### src/rtl/touch_adc_pkg.sv
// Shared types and constants for the touch-screen ADC responder.
package touch_adc_pkg;

   typedef enum logic [2:0] {IDLE, CMD, WAIT, CONV, DATA} state_e;

   // Control byte layout {S, A2, A1, A0, MODE, SER/DFR, PD1, PD0}
   localparam int unsigned BIT_S    = 7;
   localparam int unsigned BIT_A2   = 6;
   localparam int unsigned BIT_A0   = 4;
   localparam int unsigned BIT_MODE = 3;

   localparam int unsigned DATA_W  = 12;
   localparam int unsigned DATA_W8 = 8;

endpackage

### src/rtl/sync_edge_det.sv
// Multi-stage synchronizer with registered rise/fall strobes on d_i; aux_i shares
// the same chain so it stays cycle-aligned with the edge signal.
module sync_edge_det #(
   parameter int unsigned STAGES = 2,
   parameter int unsigned AUX_W  = 2
) (
   input  logic             clk_i,
   input  logic             rst_i,
   input  logic             d_i,
   input  logic [AUX_W-1:0] aux_i,
   output logic [AUX_W-1:0] aux_o,
   output logic             rise_o,
   output logic             fall_o
);

   localparam int unsigned W = AUX_W + 1;

   logic [W-1:0] stage_q [STAGES];
   logic         prev_q;
   logic         rise_q;
   logic         fall_q;
   logic         d_sync;

   assign d_sync = stage_q[STAGES-1][0];

   always_ff @(posedge clk_i) begin
      if (rst_i) begin
         for (int i = 0; i < STAGES; i++) stage_q[i] <= '0;
         prev_q <= 1'b0;
         rise_q <= 1'b0;
         fall_q <= 1'b0;
      end else begin
         stage_q[0] <= {aux_i, d_i};
         for (int i = 1; i < STAGES; i++) stage_q[i] <= stage_q[i-1];
         prev_q <= d_sync;
         rise_q <= d_sync & ~prev_q;
         fall_q <= ~d_sync & prev_q;
      end
   end

   assign aux_o  = stage_q[STAGES-1][W-1:1];
   assign rise_o = rise_q;
   assign fall_o = fall_q;

endmodule

### src/rtl/touch_adc_responder.sv
// Peripheral end of the 4-wire touch ADC serial link: decodes the control byte on
// DCLK rises and returns a held X/Y sample MSB first on DCLK falls.
module touch_adc_responder
   import touch_adc_pkg::*;
#(
   parameter int unsigned SYNC_STAGES = 2,
   parameter logic [2:0]  CH_X_CODE   = 3'b101,
   parameter logic [2:0]  CH_Y_CODE   = 3'b001
) (
   input  logic        CLK,
   input  logic        RST,
   input  logic        ADC_DCLK,
   input  logic        ADC_CS,
   input  logic        ADC_DIN,
   input  logic        PEN_DOWN,
   input  logic [11:0] X_VALUE,
   input  logic [11:0] Y_VALUE,
   output logic        ADC_DOUT,
   output logic        ADC_BUSY,
   output logic        ADC_PENIRQ_n,
   output logic        CMD_VALID,
   output logic [7:0]  CMD_BYTE
);

   logic cs_s, din_s, dclk_rise, dclk_fall;

   sync_edge_det #(
      .STAGES (SYNC_STAGES),
      .AUX_W  (2)
   ) u_sync (
      .clk_i  (CLK),
      .rst_i  (RST),
      .d_i    (ADC_DCLK),
      .aux_i  ({ADC_DIN, ADC_CS}),
      .aux_o  ({din_s, cs_s}),
      .rise_o (dclk_rise),
      .fall_o (dclk_fall)
   );

   state_e      state_q, state_d;
   logic [2:0]  cmd_cnt_q, cmd_cnt_d;
   logic [3:0]  data_cnt_q, data_cnt_d;
   logic [7:0]  cmd_sr_q, cmd_sr_d;
   logic [11:0] sample_q, sample_d;
   logic        mode8_q, mode8_d;
   logic        dout_q, dout_d;
   logic        busy_q, busy_d;
   logic        penirq_q, penirq_d;
   logic        cmd_valid_q, cmd_valid_d;
   logic [7:0]  cmd_byte_q, cmd_byte_d;

   logic [7:0]  new_byte;
   logic [2:0]  chan;
   logic [11:0] sel_sample;
   logic [3:0]  last_bit;

   assign new_byte   = {cmd_sr_q[6:0], din_s};
   assign chan       = new_byte[BIT_A2:BIT_A0];
   assign sel_sample = (chan == CH_X_CODE) ? X_VALUE :
                       (chan == CH_Y_CODE) ? Y_VALUE : 12'h000;
   assign last_bit   = mode8_q ? 4'(DATA_W8) : 4'(DATA_W);

   always_comb begin
      state_d     = state_q;
      cmd_cnt_d   = cmd_cnt_q;
      data_cnt_d  = data_cnt_q;
      cmd_sr_d    = cmd_sr_q;
      sample_d    = sample_q;
      mode8_d     = mode8_q;
      dout_d      = dout_q;
      busy_d      = busy_q;
      cmd_valid_d = 1'b0;
      cmd_byte_d  = cmd_byte_q;
      penirq_d    = (state_q == IDLE && cs_s) ? ~PEN_DOWN : 1'b1;

      if (cs_s) begin
         // Deselect aborts whatever is in flight; CMD_BYTE is kept.
         state_d = IDLE;
         busy_d  = 1'b0;
         dout_d  = 1'b0;
      end else begin
         case (state_q)
            IDLE: begin
               if (dclk_rise && din_s) begin
                  state_d   = CMD;
                  cmd_cnt_d = 3'd1;
                  cmd_sr_d  = 8'h01;
               end
            end
            CMD: begin
               if (dclk_rise) begin
                  cmd_sr_d  = new_byte;
                  cmd_cnt_d = cmd_cnt_q + 3'd1;
                  if (cmd_cnt_q == 3'd7) begin
                     cmd_byte_d  = new_byte;
                     cmd_valid_d = 1'b1;
                     mode8_d     = new_byte[BIT_MODE];
                     // 8-bit mode keeps the top byte, left-aligned for MSB-first shifting.
                     sample_d    = new_byte[BIT_MODE] ? {sel_sample[11:4], 4'h0} : sel_sample;
                     state_d     = WAIT;
                  end
               end
            end
            WAIT: begin
               if (dclk_fall) begin
                  busy_d  = 1'b1;
                  state_d = CONV;
               end
            end
            CONV: begin
               if (dclk_fall) begin
                  busy_d     = 1'b0;
                  dout_d     = sample_q[11];
                  sample_d   = {sample_q[10:0], 1'b0};
                  data_cnt_d = 4'd1;
                  state_d    = DATA;
               end
            end
            DATA: begin
               if (dclk_fall) begin
                  if (data_cnt_q == last_bit) begin
                     dout_d  = 1'b0;
                     state_d = IDLE;
                  end else begin
                     dout_d     = sample_q[11];
                     sample_d   = {sample_q[10:0], 1'b0};
                     data_cnt_d = data_cnt_q + 4'd1;
                  end
               end
            end
            default: state_d = IDLE;
         endcase
      end
   end

   always_ff @(posedge CLK) begin
      if (RST) begin
         state_q     <= IDLE;
         cmd_cnt_q   <= '0;
         data_cnt_q  <= '0;
         cmd_sr_q    <= '0;
         sample_q    <= '0;
         mode8_q     <= 1'b0;
         dout_q      <= 1'b0;
         busy_q      <= 1'b0;
         penirq_q    <= 1'b1;
         cmd_valid_q <= 1'b0;
         cmd_byte_q  <= 8'h00;
      end else begin
         state_q     <= state_d;
         cmd_cnt_q   <= cmd_cnt_d;
         data_cnt_q  <= data_cnt_d;
         cmd_sr_q    <= cmd_sr_d;
         sample_q    <= sample_d;
         mode8_q     <= mode8_d;
         dout_q      <= dout_d;
         busy_q      <= busy_d;
         penirq_q    <= penirq_d;
         cmd_valid_q <= cmd_valid_d;
         cmd_byte_q  <= cmd_byte_d;
      end
   end

   assign ADC_DOUT     = dout_q;
   assign ADC_BUSY     = busy_q;
   assign ADC_PENIRQ_n = penirq_q;
   assign CMD_VALID    = cmd_valid_q;
   assign CMD_BYTE     = cmd_byte_q;

endmodule

### config.mk
export PLATFORM = sky130hd
export DESIGN_NAME = touch_adc_responder
export DESIGN_NICKNAME = d
export VERILOG_FILES = /design/src/rtl/touch_adc_pkg.sv /design/src/rtl/sync_edge_det.sv /design/src/rtl/touch_adc_responder.sv
export SDC_FILE = /design/constraint.sdc
export NUM_CORES = 1
export LEC_CHECK = 0
export CAP_MARGIN = 20
export CORE_MARGIN = 3
export CORE_UTILIZATION = 35
export DETAILED_ROUTE_END_ITERATION = 6
export PLACE_DENSITY = 0.67
export SYNTH_ARGS = -nofsm -noshare
export SYNTH_HDL_FRONTEND = slang
export SYNTH_SLANG_ARGS = --single-unit
export TNS_END_PERCENT = 10
### constraint.sdc
create_clock -name CLK -period 1.9 [get_ports CLK]
set_clock_uncertainty 0.2 [all_clocks]
set_input_delay 0.57 -clock CLK [delete_from_list [all_inputs] [get_ports CLK]]
set_output_delay 0.57 -clock CLK [all_outputs]
set_load 0.02 [all_outputs]
==> impl_metrics.csv, run 1 <==
group,metric,value,unit
cells_and_area,fin_nets,352,
synthesis,synthDistinctLibCells,50,
detailed_routing,antenna_left,0,
cells_and_area,n_antenna_cell,0,
critical_path,ff2ff_setup_slack,-40,ps
placed_design,placed_cells,401,
global_route,globalRoute.busiestLayer,"met2",
critical_path,crit_required,1900,ps
placed_design,place_congestion,0.8089,
run_status,outcome,"complete, but fails checks",
critical_path,path_class,"flip-flop to flip-flop",
global_route,grt_use_met1,19.67,%
synthesis,synth_top_cells_by_area,"dfxtp_1 (41%), mux2i_1 (8.6%), a311oi_1 (4.7%)",
critical_path,r2r_cells,7,
global_route,grt_pass1_wl,9694,um
power_and_ir_drop,switching_share,20.08,%
flow_run,drv_cap,0,
global_route,track_usage,15.21,%
die,coreArea,0.006568,sq mm
synthesis,yosysWarnings,0,
die,start_util,37.17,%
power_and_ir_drop,internal_power,1.517,mW
sta,finalCriticalPeriod,1945,ps
detailed_routing,vias_per_cell,5.192,
placed_design,port_buffers,41,
power_and_ir_drop,power_density,579.2,mW/mm^2
sta,tightest_slew,494.9,ps
clock_network,clockRootBuffer,"clkbuf_8",
synthesis,synthArstFlopShare,0,%
die,rows,29,
clock_network,clock_latency,290,ps
critical_path,max_stage_delay,340,ps
global_route,grt_max_degree,49,
placed_design,dp_hpwl,4109,um
global_route,grt_overflow_total,0,
power_and_ir_drop,p_clk_share,38.3,%
critical_path,path_cells,"ha_1 > ha_2 > nand3b_4 > a2111oi_4 > buf_6 > a211oi_1 > a311oi_1",
cells_and_area,layout_common_cells,"dfxtp_1 (45), buf_4 (33), clkdlybuf4s50_1 (28), mux2i_1 (21), nor2_1 (20)",
global_route,grt_pass1_vias,2106,
clock_network,clock_path_buffers,2,
sta,slew_headroom,66.78,%
min_path,min_path_cells,1,
critical_path,startpoint_type,"flip-flop",
detailed_routing,dr.pass1.iters,4,
detailed_routing,route.detailed.drc,0,
power_and_ir_drop,p_leak,1.270,nW
die,die_y,89.52,um
power_and_ir_drop,ir_worst_vdd,343.9,uV
die,fp.dieW,89.52,um
global_route,use_met3,3.410,%
sta,tns,-83.59,ps
sta,setup_viol,4,
min_path,hold_path_class,"flip-flop to flip-flop",
synthesis,synth_ff_type,"dfxtp_1",
clock_network,cts_hold_buf,0,
detailed_routing,drt_iter0_markers,120,
sta,rsz0062_at_grt,"true",
synthesis,synth_fp_nets,290,
cells_and_area,final_common_cell,"dfxtp_1",
die,die_area,0.008013,sq mm
sta,final.period_utilization,102.4,%
critical_path,crit_fanout,13,
synthesis,synth_top_cell_area_share,41.00,%
clock_network,numCtsBuffers,5,
synthesis,synth_edf_count,0,
synthesis,ys_ff_latch,50,
clock_network,htreeDepth,2,
sta,fin_ws,-44.94,ps
die,boundaryPins,42,
power_and_ir_drop,p_sw,0.3811,mW
detailed_routing,routed_wl,5857,um
detailed_routing,wl_per_cell,14.22,um
critical_path,slowest_stage,"dfxtp_2",
global_route,antenna_found_initial,0,
synthesis,syn-instance-count,256,
synthesis,yosysTopAreaCell,"dfxtp_1",
clock_network,clkSinkCount,50,
run_status,violations,"setup timing",
synthesis,synth.avg_cell_area,9.536,sq um
critical_path,end_kind,"flip-flop",
sta,finalHoldViolCount,0,
cells_and_area,drive_gt1_share,20.38,%
synthesis,netlist_area,0.002441,sq mm
global_route,grt.met2_usage,25.52,%
sta,holdWs,220.7,ps
power_and_ir_drop,seqPwrFrac,55.7,%
clock_network,clk_transition_reported_paths,90,ps
detailed_routing,vias,2139,
synthesis,synth_seq_area_share,41.00,%
power_and_ir_drop,pwr-share-comb,6.0,%
clock_network,cts_tree,"done",
sta,finalMaxSlewViolations,0,
critical_path,arrival,1950,ps
cells_and_area,final_cell_count_no_fill,412,
cells_and_area,final_core_util,49.90,%
cells_and_area,syn2layout_area_growth,34.24,%
sta,fmax,0.5142,GHz
through the flow:
| step | area [sq um] | setup WS (ps) | power (mW) |
|---|---|---|---|
| after global routing | 3277 | -186.7 | 1.972 |
| after global placement | 3110 | -146.7 | 1.197 |
| after CTS | 3214 | -73.49 | 1.922 |
| after detailed placement | 3110 | -197.0 | 1.198 |
| after floorplan | 2444 | 1.479 | 1.121 |
| final | 3277 | -44.94 | 1.898 |
worst max-delay path, delay by kind of cell (launching register included):
kind            cells  cell delay, ps
compound gates      3             660
fa+ha+maj           2             360
buf+inv             1             200
flops               1             340
simple gates        1             100
kinds of logic after synthesis:
logic type               count (synthesis)  synth area share (%)
AO/OA/AOI/OAI                           70                 20.66
flip-flops                              50                 41.00
AND/OR/NAND/NOR                         79                 19.73
buffers and inverters                   30                 7.227
multiplexers                            21                 8.611
XOR/XNOR                                 2                0.7177
adder cells (fa/ha/maj)                  4                 2.050
area by class of cell:
class / instances / area, sq um
Fill cell: 631 / 3291
Multi-Input combinational cell: 176 / 1304
Sequential cell: 50 / 1012
Timing Repair Buffer: 78 / 709.4
Tap cell: 93 / 116.4
Clock buffer: 7 / 76.32
Clock inverter: 1 / 30.03
Inverter: 7 / 28.78
repair_timing:
action	CTS	global route
resized for setup	16	13
endpoints found under the setup margin	29	24
pin swaps	10	4
buffers inserted	0	3
synth_stat cells, types with 3 or more instances:
library cell  number
nand3_1            8
nor2_1            20
nor4_1             3
buf_6              6
or4_1             11
nand2_1            3
clkbuf_1           7
a21oi_1           14
nor2b_1            9
a311oi_1          13
nand2b_1           3
inv_1              6
mux2i_1           21
buf_2              7
dfxtp_1           50
o21ai_0           15
ha_1               4
a211oi_1          11
and3_1             5
power by group through the flow:
stage / clock network [mW] / registers (mW) / logic (mW)
2_1_floorplan: 0 / 1.08 / 0.0372
3_3_place_gp: 0 / 1.08 / 0.112
3_5_place_dp: 0 / 1.08 / 0.114
4_1_cts: 0.749 / 1.06 / 0.114
5_1_grt: 0.790 / 1.06 / 0.123
6_report: 0.727 / 1.06 / 0.114
layer usage:
layer	wire [um]	vias to the layer above
met3	194	6
met2	2962	29
li1	-	1079
met5	0	-
met4	67	0
met1	2632	1025
registers in the layout, summed over array words and instances (netlist names):
register        flops
u_sync.fall_o       1
state_q             3
u_sync.prev_q       1
CMD_VALID           1
ADC_BUSY            1
cmd_sr_q            7
ADC_DOUT            1
sample_q           12
cmd_cnt_q           3
CMD_BYTE            8
u_sync.rise_o       1
u_sync.stage_q      6
data_cnt_q          4
ADC_PENIRQ_n        1
final timing paths:
kind	from	to
hold reg to reg	u_sync.stage_q[0][3]$_SDFF_PP0_	u_sync.fall_o$_SDFF_PP0_
setup / recovery	cmd_cnt_q[0]$_SDFFE_PP0P_	sample_q[4]$_SDFFE_PP0P_
setup reg to reg	cmd_cnt_q[0]$_SDFFE_PP0P_	sample_q[4]$_SDFFE_PP0P_
hold / removal	u_sync.stage_q[0][3]$_SDFF_PP0_	u_sync.fall_o$_SDFF_PP0_
No activity file was read; power rests on OpenSTA's default activity.
==> run 2: changes to the inputs <==
ABC_AREA = 1   (was unset)
PLACE_DENSITY = 0.66   (was 0.67)
==> impl_metrics.csv, run 2 <==
group,metric,value,unit
sta,finalHoldViolCount,0,
synthesis,synthArstFlopShare,0,%
detailed_routing,vias,2342,
critical_path,critPathLaunch,"CMD_BYTE[3]$_SDFFE_PP0P_",
clock_network,clock_path_buffers,2,
clock_network,htreeDepth,2,
cells_and_area,largest_reg_flops,12,
synthesis,synth_mux_area_share,0,%
detailed_routing,antenna_left,0,
critical_path,end_kind,"output pin",
critical_path,r2r_start,"data_cnt_q[1]$_SDFFE_PP0P_",
sta,finalMaxSlewViolations,0,
cells_and_area,final_cell_area,0.003168,sq mm
cells_and_area,largest-register,"sample_q",
detailed_routing,route.detailed.drc,0,
power_and_ir_drop,switching_share,25.12,%
power_and_ir_drop,seqPwrFrac,56.3,%
placed_design,place_area,0.003054,sq mm
synthesis,ys_ff_latch,50,
critical_path,max_stage_delay,390,ps
critical_path,slowest_stage,"dfxtp_1",
synthesis,synth_fp_nets,417,
power_and_ir_drop,power_density,607.1,mW/mm^2
critical_path,r2r_cells,10,
clock_network,clockRootBuffer,"clkbuf_8",
synthesis,netlist_area,0.002542,sq mm
power_and_ir_drop,p_leak,1.487,nW
sta,final.period_utilization,96.03,%
synthesis,synth_ff_type,"dfxtp_1",
synthesis,synth_seq_area_share,39.37,%
die,boundaryPins,42,
global_route,grt_max_degree,24,
sta,finalCriticalPeriod,1824,ps
cells_and_area,final_common_cell,"nand2_1",
die,start_util,36.81,%
power_and_ir_drop,internal_power,1.440,mW
run_status,outcome,"completed",
global_route,grt_pass1_wl,9246,um
flow_run,drv_cap,0,
synthesis,synthDistinctLibCells,30,
global_route,antenna_found_initial,0,
die,rows,30,
cells_and_area,layout_common_cells,"nand2_1 (121), nor2_1 (54), inv_1 (50), dfxtp_1 (46), clkdlybuf4s50_1 (29)",
cells_and_area,fillers,733,
min_path,min_path_cells,2,
cells_and_area,final_core_util,45.87,%
synthesis,synth_compound_area_share,7.431,%
synthesis,synth_edf_count,0,
clock_network,numCtsBuffers,5,
placed_design,port_buffers,41,
critical_path,path_cells,"dlygate4sd2_1",
synthesis,synth_xor_area_share,0.6890,%
synthesis,yosysWarnings,0,
detailed_routing,vias_per_cell,4.478,
synthesis,synthSimpleGateAreaFrac,38.48,%
synthesis,post-synth-top-count-cell,"nand2_1",
cells_and_area,syn2layout_area_growth,24.61,%
critical_path,cp.depth,1,
clock_network,clkSinkCount,50,
synthesis,synth_top_family_by_area,"simple AND/OR/NAND/NOR gates",
sta,slew_headroom,76.59,%
synthesis,syn-instance-count,383,
global_route,grt_pass1_vias,2141,
sta,fmax,0.5481,GHz
cells_and_area,fin_nets,460,
die,die_area,0.008323,sq mm
detailed_routing,wl_per_cell,10.68,um
critical_path,crit_required,1130,ps
critical_path,critPathTopFamily,"flip-flops",
die,coreArea,0.006907,sq mm
detailed_routing,routed_wl,5586,um
synthesis,synth-adder-area-share,1.969,%
clock_network,cts_tree,"done",
critical_path,arrival,1050,ps
die,die_y,91.23,um
synthesis,yosysTopAreaCell,"dfxtp_1",
detailed_routing,dr.pass1.iters,4,
sta,setup_viol,0,
power_and_ir_drop,p_sw,0.4831,mW
critical_path,startpoint_type,"flip-flop",
critical_path,path_buf_inv,1,
global_route,grt_overflow_total,0,
min_path,min_from,"u_sync.stage_q[0][0]$_SDFF_PP0_",
die,fp.dieW,91.23,um
clock_network,clock_latency,310,ps
global_route,track_usage,13.38,%
synthesis,synth_top_cell_area_share,39.37,%
power_and_ir_drop,ir_worst_vdd,455.8,uV
clock_network,cts_setup_buffers,0,
critical_path,crit_fanout,3,
critical_path,path_class,"flip-flop to output pin",
clock_network,clk_transition_reported_paths,100,ps
power_and_ir_drop,pwr-share-comb,9.7,%
sta,tightest_slew,348.0,ps
cells_and_area,n_antenna_cell,0,
synthesis,synth_common_cells,"nand2_1 (122), nor2_1 (55), dfxtp_1 (50), inv_1 (50)",
detailed_routing,drt_iter0_markers,120,
synthesis,synth.avg_cell_area,6.638,sq um
cells_and_area,drive_gt1_share,11.01,%
synthesis,synth_top_cells_by_area,"dfxtp_1 (39%), nand2_1 (18%), nor2_1 (8.1%)",
power_and_ir_drop,p_clk_share,34.0,%
placed_design,place_congestion,0.8541,
min_path,hold_path_class,"flip-flop to flip-flop",
placed_design,dp_hpwl,4047,um
==> run 2: what timing repair did <==
| item | CTS | global route |
|---|---|---|
| cloned | 0 | 1 |
| hold buffers | 0 | 0 |
| setup endpoints to repair | 12 | 23 |
| endpoints found under the hold margin | 0 | 0 |
| resized for setup | 12 | 9 |
| pin swaps | 0 | 2 |
==> run 2: path summary, 6_finish.rpt <==
check,endpoint,slack [ps]
setup / recovery,CMD_BYTE[3],80
setup reg to reg,sample_q[7]$_SDFFE_PP0P_,160
hold reg to reg,u_sync.stage_q[0][3]$_SDFF_PP0_,210
hold / removal,u_sync.stage_q[0][3]$_SDFF_PP0_,210
==> run 2: cell families (layout without fill, tap and decap cells) <==
| group | after synthesis | after routing |
|---|---|---|
| AOI/OAI and AO/OA | 36 | 36 |
| xor gates and xnor gates | 2 | 2 |
| adders and majority gates | 4 | 4 |
| buffers and inverters | 70 | 113 |
| DFF | 50 | 50 |
| and+or+nand+nor | 221 | 222 |
==> run 2: final cells by class <==
| type | instances | area [sq um] | area share [%] |
|---|---|---|---|
| Timing Repair Buffer | 50 | 475.5 | 15.01 |
| Sequential cell | 50 | 1006 | 31.75 |
| Tap cell | 96 | 120.1 | 3.791 |
| Inverter | 55 | 207.7 | 6.556 |
| Clock buffer | 5 | 68.82 | 2.172 |
| Clock inverter | 3 | 28.78 | 0.9084 |
| Multi-Input combinational cell | 264 | 1261 | 39.81 |
==> run 2: stage by stage <==
step                TNS [ps]  power [mW]  hold WS, ps  setup slack [ps]  cells
finish                     0       1.923        212.9             75.51    523
global route          -3.177       2.018        240.7            -3.177    523
CTS                        0       1.944        214.7             54.48    522
detailed placement         0       1.289        197.9             99.10    514
global placement           0       1.286        188.7             116.6    514
floorplan                  0       1.201        188.3             178.9    383
==> run 2: routing by layer <==
metal / vias to the layer above / global-route usage [%] / wire, um
met2: 48 / 21.95 / 2667
met5: - / 0 / 0
met1: 1037 / 17.12 / 2571
li1: 1248 / - / -
met4: 0 / 5.653 / 101
met3: 9 / 2.568 / 246
==> run 2: power by group through the flow <==
stage	logic, mW	clock network, mW	registers [mW]
2_1_floorplan	0.0979	0	1.10
3_3_place_gp	0.180	0	1.11
3_5_place_dp	0.182	0	1.11
4_1_cts	0.184	0.678	1.08
5_1_grt	0.209	0.722	1.09
6_report	0.187	0.653	1.08
==> run 3: changes to the inputs <==
ABC_CLOCK_PERIOD_IN_PS = 1900   (was unset)
==> results of run 3 <==
Same layout as run 2: the final DEF is identical, and so are final timing and power.
